<file path="src/rtl/instr_fetch.sv">
// instr_fetch: PC owner, instruction memory request/ready fetch, hold-for-execute and redirect/halt control
module instr_fetch #(
    parameter logic [15:0] PC_RESET = 16'h0000,
    parameter int          MAX_WAIT = 15
) (
    input  logic        clk,
    input  logic        rst_n,
    output logic        im_rd_en,
    output logic [15:0] im_addr,
    input  logic        im_rdy,
    input  logic [15:0] im_data,
    output logic [15:0] instr,
    output logic        instr_vld,
    output logic [15:0] pc,
    output logic [15:0] pc_inc,
    input  logic        stall,
    input  logic        hlt,
    input  logic        br_taken,
    input  logic [15:0] br_tgt,
    input  logic        jmp,
    input  logic [15:0] jmp_tgt,
    output logic        halted,
    output logic        fetch_err,
    output logic [15:0] retire_cnt
);
    localparam int WW = MAX_WAIT > 0 ? $clog2(MAX_WAIT + 1) : 1;

    typedef enum logic [1:0] {IDLE, FETCH, EXEC, HALT} state_t;

    state_t        state_q, state_d;
    logic [15:0]   pc_q, pc_d, instr_q, instr_d, retire_q, retire_d;
    logic [WW-1:0] wait_q, wait_d, wait_inc;
    logic          err_q, err_d, timeout;

    assign wait_inc   = wait_q + 1'b1;
    assign timeout    = (MAX_WAIT != 0) && (wait_inc == WW'(MAX_WAIT));
    assign pc_inc     = pc_q + 16'd1;
    assign pc         = pc_q;
    assign im_addr    = pc_q;
    assign instr      = instr_q;
    assign retire_cnt = retire_q;
    assign fetch_err  = err_q;
    assign im_rd_en   = state_q == FETCH;
    assign instr_vld  = state_q == EXEC;
    assign halted     = state_q == HALT;

    // Next-state: fetch handshake with timeout, commit with hlt > jmp > branch > sequential priority
    always_comb begin
        state_d  = state_q;
        pc_d     = pc_q;
        instr_d  = instr_q;
        retire_d = retire_q;
        wait_d   = wait_q;
        err_d    = err_q;
        case (state_q)
            IDLE: state_d = FETCH;
            FETCH: begin
                if (im_rdy) begin
                    instr_d = im_data;
                    wait_d  = '0;
                    state_d = EXEC;
                end else begin
                    wait_d  = wait_inc;
                    state_d = timeout ? HALT : FETCH;
                    err_d   = err_q | timeout;
                end
            end
            EXEC: begin
                if (!stall) begin
                    retire_d = retire_q + 16'd1;
                    state_d  = hlt ? HALT : FETCH;
                    pc_d     = hlt ? pc_q : jmp ? jmp_tgt : br_taken ? br_tgt : pc_inc;
                end
            end
            default: ;
        endcase
    end

    // State register with asynchronous reset, effective immediately even mid-fetch
    always_ff @(posedge clk or negedge rst_n) begin
        if (!rst_n) begin
            state_q  <= IDLE;
            pc_q     <= PC_RESET;
            instr_q  <= 16'h0000;
            retire_q <= 16'h0000;
            wait_q   <= '0;
            err_q    <= 1'b0;
        end else begin
            state_q  <= state_d;
            pc_q     <= pc_d;
            instr_q  <= instr_d;
            retire_q <= retire_d;
            wait_q   <= wait_d;
            err_q    <= err_d;
        end
    end
endmodule

</file>
<file path="config.mk">
export PLATFORM = sky130hd
export DESIGN_NAME = instr_fetch
export DESIGN_NICKNAME = d
export VERILOG_FILES = /design/src/rtl/instr_fetch.sv
export SDC_FILE = /design/constraint.sdc
export NUM_CORES = 1
export LEC_CHECK = 0
export ABC_AREA = 1
export CORE_MARGIN = 2
export CORE_UTILIZATION = 40
export CTS_BUF_LIST = sky130_fd_sc_hd__clkbuf_4 sky130_fd_sc_hd__clkbuf_8
export DETAILED_ROUTE_END_ITERATION = 6
export DONT_BUFFER_PORTS = 1
export GPL_TIMING_DRIVEN = 0
export PLACE_DENSITY = 0.5
export SLEW_MARGIN = 20
export SYNTH_ARGS = -nofsm -noshare
export SYNTH_HDL_FRONTEND = slang
export SYNTH_SLANG_ARGS = --single-unit
</file>
<file path="constraint.sdc">
create_clock -name clk -period 4.4 [get_ports clk]
set_input_delay 0.66 -clock clk [delete_from_list [all_inputs] [get_ports clk]]
set_output_delay 0.66 -clock clk [all_outputs]
set_load 0.05 [all_outputs]
</file>
Word level (Yosys, flattened, before mapping)
Index checks and enable logic that the tools add are counted.
Widths: inputs -> output; s select.
{ "totals": {"register_bits": 55, "input_bits": 55} }
{ "classes": {"add_sub_neg": 3, "eq_ne": 5, "n_mux": 8, "bitwise": 4, "reduce_logical": 7} }
{ "op_table": {"columns": ["cell", "n"], "rows": [
  ["$add 16x1->16 const B", 2],
  ["$mux 16", 2],
  ["$mux 2", 4],
  ["$reduce_and 2->1", 4],
  ["$pmux 2 s3", 1],
  ["$add 4x1->4 const B", 1],
  ["$eq 2x2->1 const B", 2],
  ["$eq 4x4->1 const B", 1],
  ["$mux 4", 1],
  ["$not 1->1", 3],
  ["$reduce_and 3->1", 1],
  ["$reduce_bool 3->1", 1],
  ["$eq 2x1->1 const B", 1],
  ["$logic_not 2->1", 1],
  ["$ne 2x2->1 const B", 1],
  ["$or 1x1->1", 1]
]} }

Longest topological paths before layout
Gate-level depths: netlist of the first run.
{ "depth": {"word_depth": 5, "depth_mapped": 11, "depth_no_buf": 10} }

Least setup slack after synthesis of the first run
No wires, ideal clock.
{ "synth_path": {"path_type": "register -> output", "startpoint": "reg pc_q[0] (netlist: im_addr[0])", "endpoint": "out pc_inc[7]", "arrival_ns": 2.205, "t_required_ns": 3.740, "slack_ns": 1.535, "stages_incl_launch_ff": 5, "cell_sequence": "dfrtp_1 -> inv_1 -> nor2_1 -> nand2_1 -> xnor2_1"} }
{ "synth_via": {"elab_chain_cells": 1} }
{ "synth_lines": {"columns": ["element", "line_no", "source"], "rows": [
  ["start: declaration", "31", "logic [15:0] pc_q, pc_d, instr_q, instr_d, retire_q, retire_d;"],
  ["start signal: assignment", "90", "pc_q <= pc_d;"],
  ["$add 16x1->16", "37", "assign pc_inc = pc_q + 16'd1;"],
  ["end: declaration", "15", "output logic [15:0] pc_inc,"]
]} }
Every way passes these cells.

Final worst setup path of the first run
{ "layout_path": {"startpoint": "reg pc_q[1] (netlist: im_addr[1])", "endpoint": "out pc_inc[6]"} }
Same word-level chain as after synthesis.

==> metrics.txt, run 1 <==
# TYPE chip_impl_metric gauge
chip_impl_metric{name="cap_violations",unit=""} 0
chip_impl_metric{name="area_growth",unit="%"} 7.43
chip_impl_metric{name="cts.repair.resized",unit=""} 0
chip_impl_info{name="start_kind",value="flop"} 1
chip_impl_info{name="reg2reg_from",value="im_addr[1]"} 1
chip_impl_metric{name="cts.sink_count",unit=""} 55
chip_impl_metric{name="path_clk_slew",unit="ns"} 0.11
chip_impl_metric{name="use_met2",unit=""} 0.316
chip_impl_metric{name="grt_usage",unit=""} 0.185
chip_impl_metric{name="ff2ff_setup_slack",unit="ns"} 1.72
chip_impl_info{name="worstHoldPathType",value="in2async"} 1
chip_impl_metric{name="synth_seq_cells",unit=""} 55
chip_impl_info{name="rsz0062_at_grt",value="no"} 1
chip_impl_metric{name="clkLatencyLatePin",unit="ns"} 0.31
chip_impl_metric{name="drt-initial-drc-count",unit=""} 76
chip_impl_info{name="critPathKind",value="reg2out"} 1
chip_impl_info{name="synth_area_leader_cell",value="dfrtp_1"} 1
chip_impl_metric{name="maxClockFrequency",unit="MHz"} 309
chip_impl_info{name="synth.top_cells.by_area",value="dfrtp_1, nand2_1, nor2_1"} 1
chip_impl_metric{name="numPortBuffers",unit=""} 0
chip_impl_metric{name="final_layout_size_suffix_gt1_frac",unit=""} 0.186
chip_impl_metric{name="grt_pass1_wl",unit="um"} 12900
chip_impl_metric{name="groute.layer.met3.usage",unit=""} 0.0578
chip_impl_metric{name="worst_r2r_path_depth",unit=""} 8
chip_impl_info{name="crit_path_end_kind",value="output port"} 1
chip_impl_metric{name="cts_htree_levels",unit=""} 2
chip_impl_metric{name="leakagePower",unit="uW"} 0.00171
chip_impl_metric{name="critical_path_required",unit="ns"} 3.74
chip_impl_metric{name="fin_setup_tns",unit="ns"} 0
chip_impl_metric{name="ir_worst_vdd",unit="V"} 0.000420
chip_impl_info{name="layout_common_cells",value="nand2_1, nor2_1, dfrtp_1"} 1
chip_impl_metric{name="ys_seq_area_frac",unit=""} 0.423
chip_impl_metric{name="drt.antenna.violating_nets",unit=""} 0
chip_impl_metric{name="grt_antenna_before_repair",unit=""} 0
chip_impl_metric{name="rows",unit=""} 32
chip_impl_info{name="worstReg2RegEnd",value="im_addr[6]"} 1
chip_impl_metric{name="syn_avg_cell_area",unit="um2"} 8.32
chip_impl_metric{name="fp.coreArea",unit="um2"} 7810
chip_impl_metric{name="synth_area",unit="um2"} 3250
chip_impl_metric{name="grt_max_degree",unit=""} 56
chip_impl_metric{name="yosys.area.top_type_share",unit=""} 0.423
chip_impl_metric{name="fp.dieH",unit="um"} 94.2
chip_impl_info{name="global_route.peak_usage_layer",value="met2"} 1
chip_impl_metric{name="synth_cell_types",unit=""} 36
chip_impl_metric{name="num-nets-final",unit=""} 460
chip_impl_metric{name="die_area",unit="um2"} 8870
chip_impl_metric{name="yosys_warnings",unit=""} 0
chip_impl_metric{name="setup_viol",unit=""} 0
chip_impl_metric{name="period_minus_slack",unit="ns"} 3.24
chip_impl_metric{name="detail_route.first_pass.iterations",unit=""} 4
chip_impl_metric{name="timing_hold_violations_final",unit=""} 0
chip_impl_metric{name="drc",unit=""} 0
chip_impl_metric{name="worst_clock_skew",unit="ns"} 0.00879
chip_impl_metric{name="detailedPlacementHpwl",unit="um"} 5930
chip_impl_metric{name="tightest_slew",unit="ns"} 1.12
chip_impl_info{name="layout_commonest_cell",value="nand2_1"} 1
chip_impl_metric{name="globalplace.congestion",unit=""} 0.808
chip_impl_metric{name="place_ws",unit="ns"} 1.28
chip_impl_metric{name="initial_core_util",unit=""} 0.417
chip_impl_metric{name="layout.filler_cells",unit=""} 817
chip_impl_metric{name="fin_hold_ws",unit="ns"} 0.0359
chip_impl_metric{name="antenna-diode-count",unit=""} 0
chip_impl_info{name="cts_root_buffer",value="clkbuf_8"} 1
chip_impl_metric{name="route.detailed.wl_per_inst",unit="um"} 15.9
chip_impl_metric{name="power-per-cell-area",unit="nW/um2"} 918
chip_impl_metric{name="period_utilization_post_route",unit=""} 0.736
chip_impl_metric{name="cts_hold_buf",unit=""} 0
chip_impl_metric{name="route.final.wire_length",unit="um"} 7950
chip_impl_metric{name="detail_route.vias_per_cell",unit=""} 5.18
chip_impl_info{name="cts_tree",value="done"} 1
chip_impl_metric{name="arr_time_crit_path",unit="ns"} 2.58
chip_impl_metric{name="critical_path_peak_fanout",unit=""} 6
chip_impl_info{name="run_status",value="finished clean"} 1
chip_impl_metric{name="post-route-worst-setup-slack",unit="ns"} 1.16
chip_impl_metric{name="cts_max_path_buffers",unit=""} 2
chip_impl_metric{name="placedCellCount",unit=""} 493
chip_impl_metric{name="grt.met1_usage",unit=""} 0.229
chip_impl_metric{name="multi_input_area",unit="um2"} 1580
chip_impl_metric{name="ios",unit=""} 139
chip_impl_metric{name="globalRouteOverflowTotal",unit=""} 0
chip_impl_metric{name="syn_nets",unit=""} 453
chip_impl_metric{name="layout.area.seq",unit="um2"} 1380
chip_impl_metric{name="first_global_vias",unit=""} 2613
chip_impl_metric{name="routed-via-count",unit=""} 2590
chip_impl_metric{name="slew_viol_final",unit=""} 0
chip_impl_metric{name="layout.cells.non_filler",unit=""} 500
chip_impl_metric{name="synthesis.instances",unit=""} 391
chip_impl_metric{name="post-cts-setup-buffer-count",unit=""} 0
chip_impl_metric{name="die_width",unit="um"} 94.2
chip_impl_metric{name="cts_made_buffers",unit=""} 5
chip_impl_metric{name="timing.max_slew.rel_slack",unit=""} 0.252
-- per-stage QoR --
step                instance area (um2)  power, uW  utilization
floorplan                          3250       2700            -
global placement                   3380       2880        0.433
detailed placement                 3380       2890        0.433
CTS                                3490       3230        0.446
global route                       3490       3390        0.447
finish                             3490       3210        0.447
-- worst max path at each step --
stage               startpoint         to  slack (ns)  cells after the start
CTS                 im_addr[0]  pc_inc[7]        0.93                      4
floorplan           im_addr[0]  pc_inc[7]        1.53                      4
detailed placement  im_addr[0]  pc_inc[7]        1.28                      4
global route        im_addr[0]  pc_inc[6]         1.0                      4
finish              im_addr[1]  pc_inc[6]        1.16                      4
global placement    im_addr[0]  pc_inc[7]        1.27                      4
-- cell families (layout without fill, tap and decap cells) --
group | Yosys count | after routing | synth area share
buffers and inverters | 59 | 66 | 0.0939
multiplexers | 16 | 16 | 0.0554
AO/OA/AOI/OAI | 53 | 53 | 0.0900
adder cells (fa/ha/maj) | 7 | 7 | 0.0269
AND/OR/NAND/NOR | 182 | 182 | 0.255
flip-flops | 55 | 55 | 0.423
XOR/XNOR | 19 | 19 | 0.0558
-- critical path, stage by stage, from the launching register on --
cell and delay, ns:
dfrtp_1 0.74, ha_1 0.32, nand3_2 0.13, nor2_2 0.20
xor2_1 0.89
-- layout make-up --
| type | instances | area share |
|---|---|---|
| clock inverter | 2 | 0.0107 |
| inverter | 33 | 0.0355 |
| tap | 102 | 0.0365 |
| buffer | 26 | 0.0519 |
| sequential | 55 | 0.394 |
| multi-input combinational | 277 | 0.452 |
| clock buffer | 5 | 0.0197 |
-- sequential cells by signal (all words and copies together), names as in the netlist --
name / flops
fetch_err: 1
im_addr: 16
instr: 16
retire_cnt: 16
state_q: 2
wait_q: 4
-- cells in the mapped netlist --
cell,instances
a21o_2,1
a21oi_1,28
a22o_1,1
a22oi_1,2
a32oi_1,1
and2_1,1
buf_2,4
buf_4,17
buf_6,2
clkbuf_1,3
dfrtp_1,55
ha_1,7
inv_1,30
inv_2,3
mux2_2,16
nand2_1,82
nand2_2,4
nand2_4,2
nand3_1,16
nand3_2,3
nand4_1,7
nor2_1,55
nor2_2,3
nor2_4,5
nor3_1,1
nor3_2,2
o211ai_1,1
o21ai_0,13
o21ai_1,2
o21ai_2,1
o21bai_1,1
o22ai_1,2
or2_2,1
xnor2_1,5
xnor2_2,2
xor2_1,12
-- metal layers --
| metal | up-vias | share of wire |
|---|---|---|
| met3 | 5 | 0.086 |
| li1 | 1260 | - |
| met5 | - | 0 |
| met4 | 0 | 0.0065 |
| met2 | 92 | 0.48 |
| met1 | 1233 | 0.43 |
-- power breakdown --
part           total, uW  switching (uW)  internal [uW]  leakage (uW)
Sequential          1520             839            680      0.000677
Clock                339             172            167     0.0000502
Combinational       1350             981            368      0.000986
Total               3210            1990           1210       0.00171
Power figures use the tool's default switching activity.
==> inputs of run 2 (changes only) <==
Clock period 4.4 ns to 3.4 ns, I/O delays scaled along.
==> run 2 against run 1 <==
Net effect: via count is 0.50% higher; count of clock-buffer cells in the layout stayed put; sequential share of layout area is 0.31 points lower; critical path depth stayed put; routed wire length is 0.67% higher; highest routed layer unchanged; die area stayed put; critical path type unchanged; non-clock buffer count is 1 higher; register-to-register slack worse by 1.0 ns; largest cell class unchanged.
==> metrics.txt, run 2 (synthesis results as in run 1) <==
# TYPE chip_impl_metric gauge
chip_impl_metric{name="timing_hold_violations_final",unit=""} 0
chip_impl_metric{name="setup_viol",unit=""} 0
chip_impl_metric{name="fp.dieH",unit="um"} 94.2
chip_impl_metric{name="grt_antenna_before_repair",unit=""} 0
chip_impl_metric{name="cts_htree_levels",unit=""} 2
chip_impl_metric{name="groute.layer.met3.usage",unit=""} 0.0586
chip_impl_metric{name="period_minus_slack",unit="ns"} 3.09
chip_impl_metric{name="numPortBuffers",unit=""} 0
chip_impl_info{name="worst_setup_sp",value="im_addr[1]"} 1
chip_impl_metric{name="layout.filler_cells",unit=""} 811
chip_impl_metric{name="placedCellCount",unit=""} 493
chip_impl_info{name="start_kind",value="flop"} 1
chip_impl_info{name="crit_path_cell_trace",value="ha_1 -> nand3_2 -> nor2_2 -> xor2_1"} 1
chip_impl_metric{name="clkLatencyLatePin",unit="ns"} 0.31
chip_impl_metric{name="cts.sink_count",unit=""} 55
chip_impl_metric{name="final_layout_size_suffix_gt1_frac",unit=""} 0.188
chip_impl_metric{name="critPathMaxStageDelay",unit="ns"} 0.89
chip_impl_metric{name="critical_path_required",unit="ns"} 2.89
chip_impl_metric{name="grt_pass1_wl",unit="um"} 12900
chip_impl_metric{name="final_area",unit="um2"} 3520
chip_impl_metric{name="route.detailed.wl_per_inst",unit="um"} 16.0
chip_impl_metric{name="combinationalPowerShare",unit=""} 0.423
chip_impl_metric{name="detail_route.first_pass.iterations",unit=""} 4
chip_impl_metric{name="cts_max_path_buffers",unit=""} 2
chip_impl_metric{name="cts.repair.resized",unit=""} 0
chip_impl_metric{name="layout.cells.non_filler",unit=""} 501
chip_impl_metric{name="grt_max_degree",unit=""} 56
chip_impl_metric{name="timing.max_slew.rel_slack",unit=""} 0.253
chip_impl_info{name="reg2reg_from",value="im_addr[1]"} 1
chip_impl_metric{name="critical_path_peak_fanout",unit=""} 6
chip_impl_metric{name="ir_worst_vdd",unit="V"} 0.000542
chip_impl_metric{name="num-nets-final",unit=""} 461
chip_impl_info{name="run_status",value="finished clean"} 1
chip_impl_metric{name="maxClockFrequency",unit="MHz"} 324
chip_impl_info{name="critPathKind",value="reg2out"} 1
chip_impl_metric{name="path_clk_slew",unit="ns"} 0.10
chip_impl_metric{name="period_utilization_post_route",unit=""} 0.909
chip_impl_metric{name="area_growth",unit="%"} 8.27
chip_impl_metric{name="cts_made_buffers",unit=""} 5
chip_impl_metric{name="rows",unit=""} 32
chip_impl_info{name="layout_common_cells",value="nand2_1, nor2_1, dfrtp_1"} 1
chip_impl_metric{name="ios",unit=""} 139
chip_impl_metric{name="die_width",unit="um"} 94.2
chip_impl_metric{name="share_clk_of_total_power",unit=""} 0.105
chip_impl_metric{name="initial_core_util",unit=""} 0.417
chip_impl_metric{name="power.switching",unit="uW"} 2590
chip_impl_info{name="cts_tree",value="done"} 1
chip_impl_metric{name="tightest_slew",unit="ns"} 1.12
chip_impl_metric{name="p_int",unit="uW"} 1580
chip_impl_metric{name="fp.coreArea",unit="um2"} 7810
chip_impl_metric{name="utilization",unit=""} 0.451
chip_impl_metric{name="power.sequential.fraction",unit=""} 0.472
chip_impl_metric{name="critical_path_buf_inv_count",unit=""} 0
chip_impl_metric{name="detailedPlacementHpwl",unit="um"} 5930
chip_impl_info{name="crit_path_end_kind",value="output port"} 1
chip_impl_info{name="layout_commonest_cell",value="nand2_1"} 1
chip_impl_metric{name="switching_share",unit=""} 0.622
chip_impl_metric{name="fin_setup_tns",unit="ns"} 0
chip_impl_info{name="cts_root_buffer",value="clkbuf_8"} 1
chip_impl_metric{name="leakagePower",unit="uW"} 0.00173
chip_impl_metric{name="fin_hold_ws",unit="ns"} 0.0451
chip_impl_metric{name="grt.met1_usage",unit=""} 0.226
chip_impl_metric{name="drt-initial-drc-count",unit=""} 78
chip_impl_metric{name="drt.antenna.violating_nets",unit=""} 0
chip_impl_metric{name="die_area",unit="um2"} 8870
chip_impl_metric{name="placed_instance_area",unit="um2"} 3380
chip_impl_info{name="worstHoldPathType",value="in2async"} 1
chip_impl_metric{name="first_global_vias",unit=""} 2623
chip_impl_metric{name="grt_usage",unit=""} 0.185
chip_impl_metric{name="slew_viol_final",unit=""} 0
chip_impl_metric{name="use_met2",unit=""} 0.320
chip_impl_metric{name="route.final.wire_length",unit="um"} 8000
chip_impl_metric{name="globalRouteOverflowTotal",unit=""} 0
chip_impl_info{name="critPathSlowestCell",value="xor2_1"} 1
chip_impl_info{name="worst_path_dominant_cell_family",value="XOR/XNOR gates"} 1
chip_impl_metric{name="detail_route.vias_per_cell",unit=""} 5.20
chip_impl_metric{name="antenna-diode-count",unit=""} 0
chip_impl_metric{name="globalplace.congestion",unit=""} 0.808
chip_impl_metric{name="cap_violations",unit=""} 0
chip_impl_info{name="global_route.peak_usage_layer",value="met2"} 1
chip_impl_metric{name="routed-via-count",unit=""} 2603
chip_impl_metric{name="arr_time_crit_path",unit="ns"} 2.58
chip_impl_metric{name="power-per-cell-area",unit="nW/um2"} 1180
chip_impl_metric{name="drc",unit=""} 0
chip_impl_info{name="rsz0062_at_grt",value="no"} 1
chip_impl_metric{name="worst_clock_skew",unit="ns"} 0.00882
-- run 2: cell count changes in the layout (fill, tap and decap cells not counted), sizes merged --
cell and delta:
buf +1
-- run 2: final cells by class --
| cell class | instances | area, um2 | share of cell area |
|---|---|---|---|
| multi-input cells | 277 | 1580 | 0.448 |
| flip-flops and latches | 55 | 1380 | 0.391 |
| plain buffers | 26 | 181 | 0.0515 |
| well taps | 102 | 128 | 0.0362 |
| inverters | 33 | 124 | 0.0352 |
| clock buffers | 5 | 68.8 | 0.0195 |
| clock inverters | 2 | 37.5 | 0.0107 |
| repair buffers | 1 | 27.5 | 0.00782 |
-- run 2: worst paths after layout --
| kind | slack (ns) | cells past startpoint | endpoint |
|---|---|---|---|
| worst max-delay path | 0.31 | 4 | pc_inc[6] |
| max in group asynchronous | 3.09 | 1 | instr[4] |
| worst min-delay path | 0.05 | 1 | im_addr[3] |
| worst max register to register | 0.72 | 8 | im_addr[6] |
| min in group clk | 0.35 | 1 | instr[10] |
| worst min register to register | 0.56 | 2 | state_q[1] |
-- run 2: routing by layer --
| layer | up-vias | share of wire |
|---|---|---|
| li1 | 1262 | - |
| met1 | 1244 | 0.42 |
| met2 | 92 | 0.49 |
| met3 | 5 | 0.086 |
| met4 | 0 | 0.0065 |
| met5 | - | 0 |
-- run 2: power by group through the flow --
stage	registers, uW	logic (uW)	clock network, uW
floorplan	1890	1610	0
global placement	1980	1740	0
detailed placement	1980	1750	0
CTS	1970	1780	454
global route	2020	1910	483
finish	1970	1760	439
-- run 2: stage by stage --
| stage | setup slack [ns] | total power, uW |
|---|---|---|
| 2_1_floorplan | 0.685 | 3500 |
| 3_3_place_gp | 0.415 | 3720 |
| 3_5_place_dp | 0.433 | 3740 |
| 4_1_cts | 0.0765 | 4200 |
| 5_1_grt | 0.148 | 4410 |
| 6_report | 0.311 | 4160 |
-- run 2: repair_timing --
| action | 4_1_cts | 5_1_grt |
|---|---|---|
| buffers inserted | 0 | 0 |
| hold buffers | 1 | 0 |
| hold endpoints to repair | 55 | 0 |
==> inputs of run 3 (changes only) <==
Settings changed: TNS_END_PERCENT set to 10.
==> results of run 3 <==
Same layout as run 2: the final DEF is identical, and so are final timing and power.
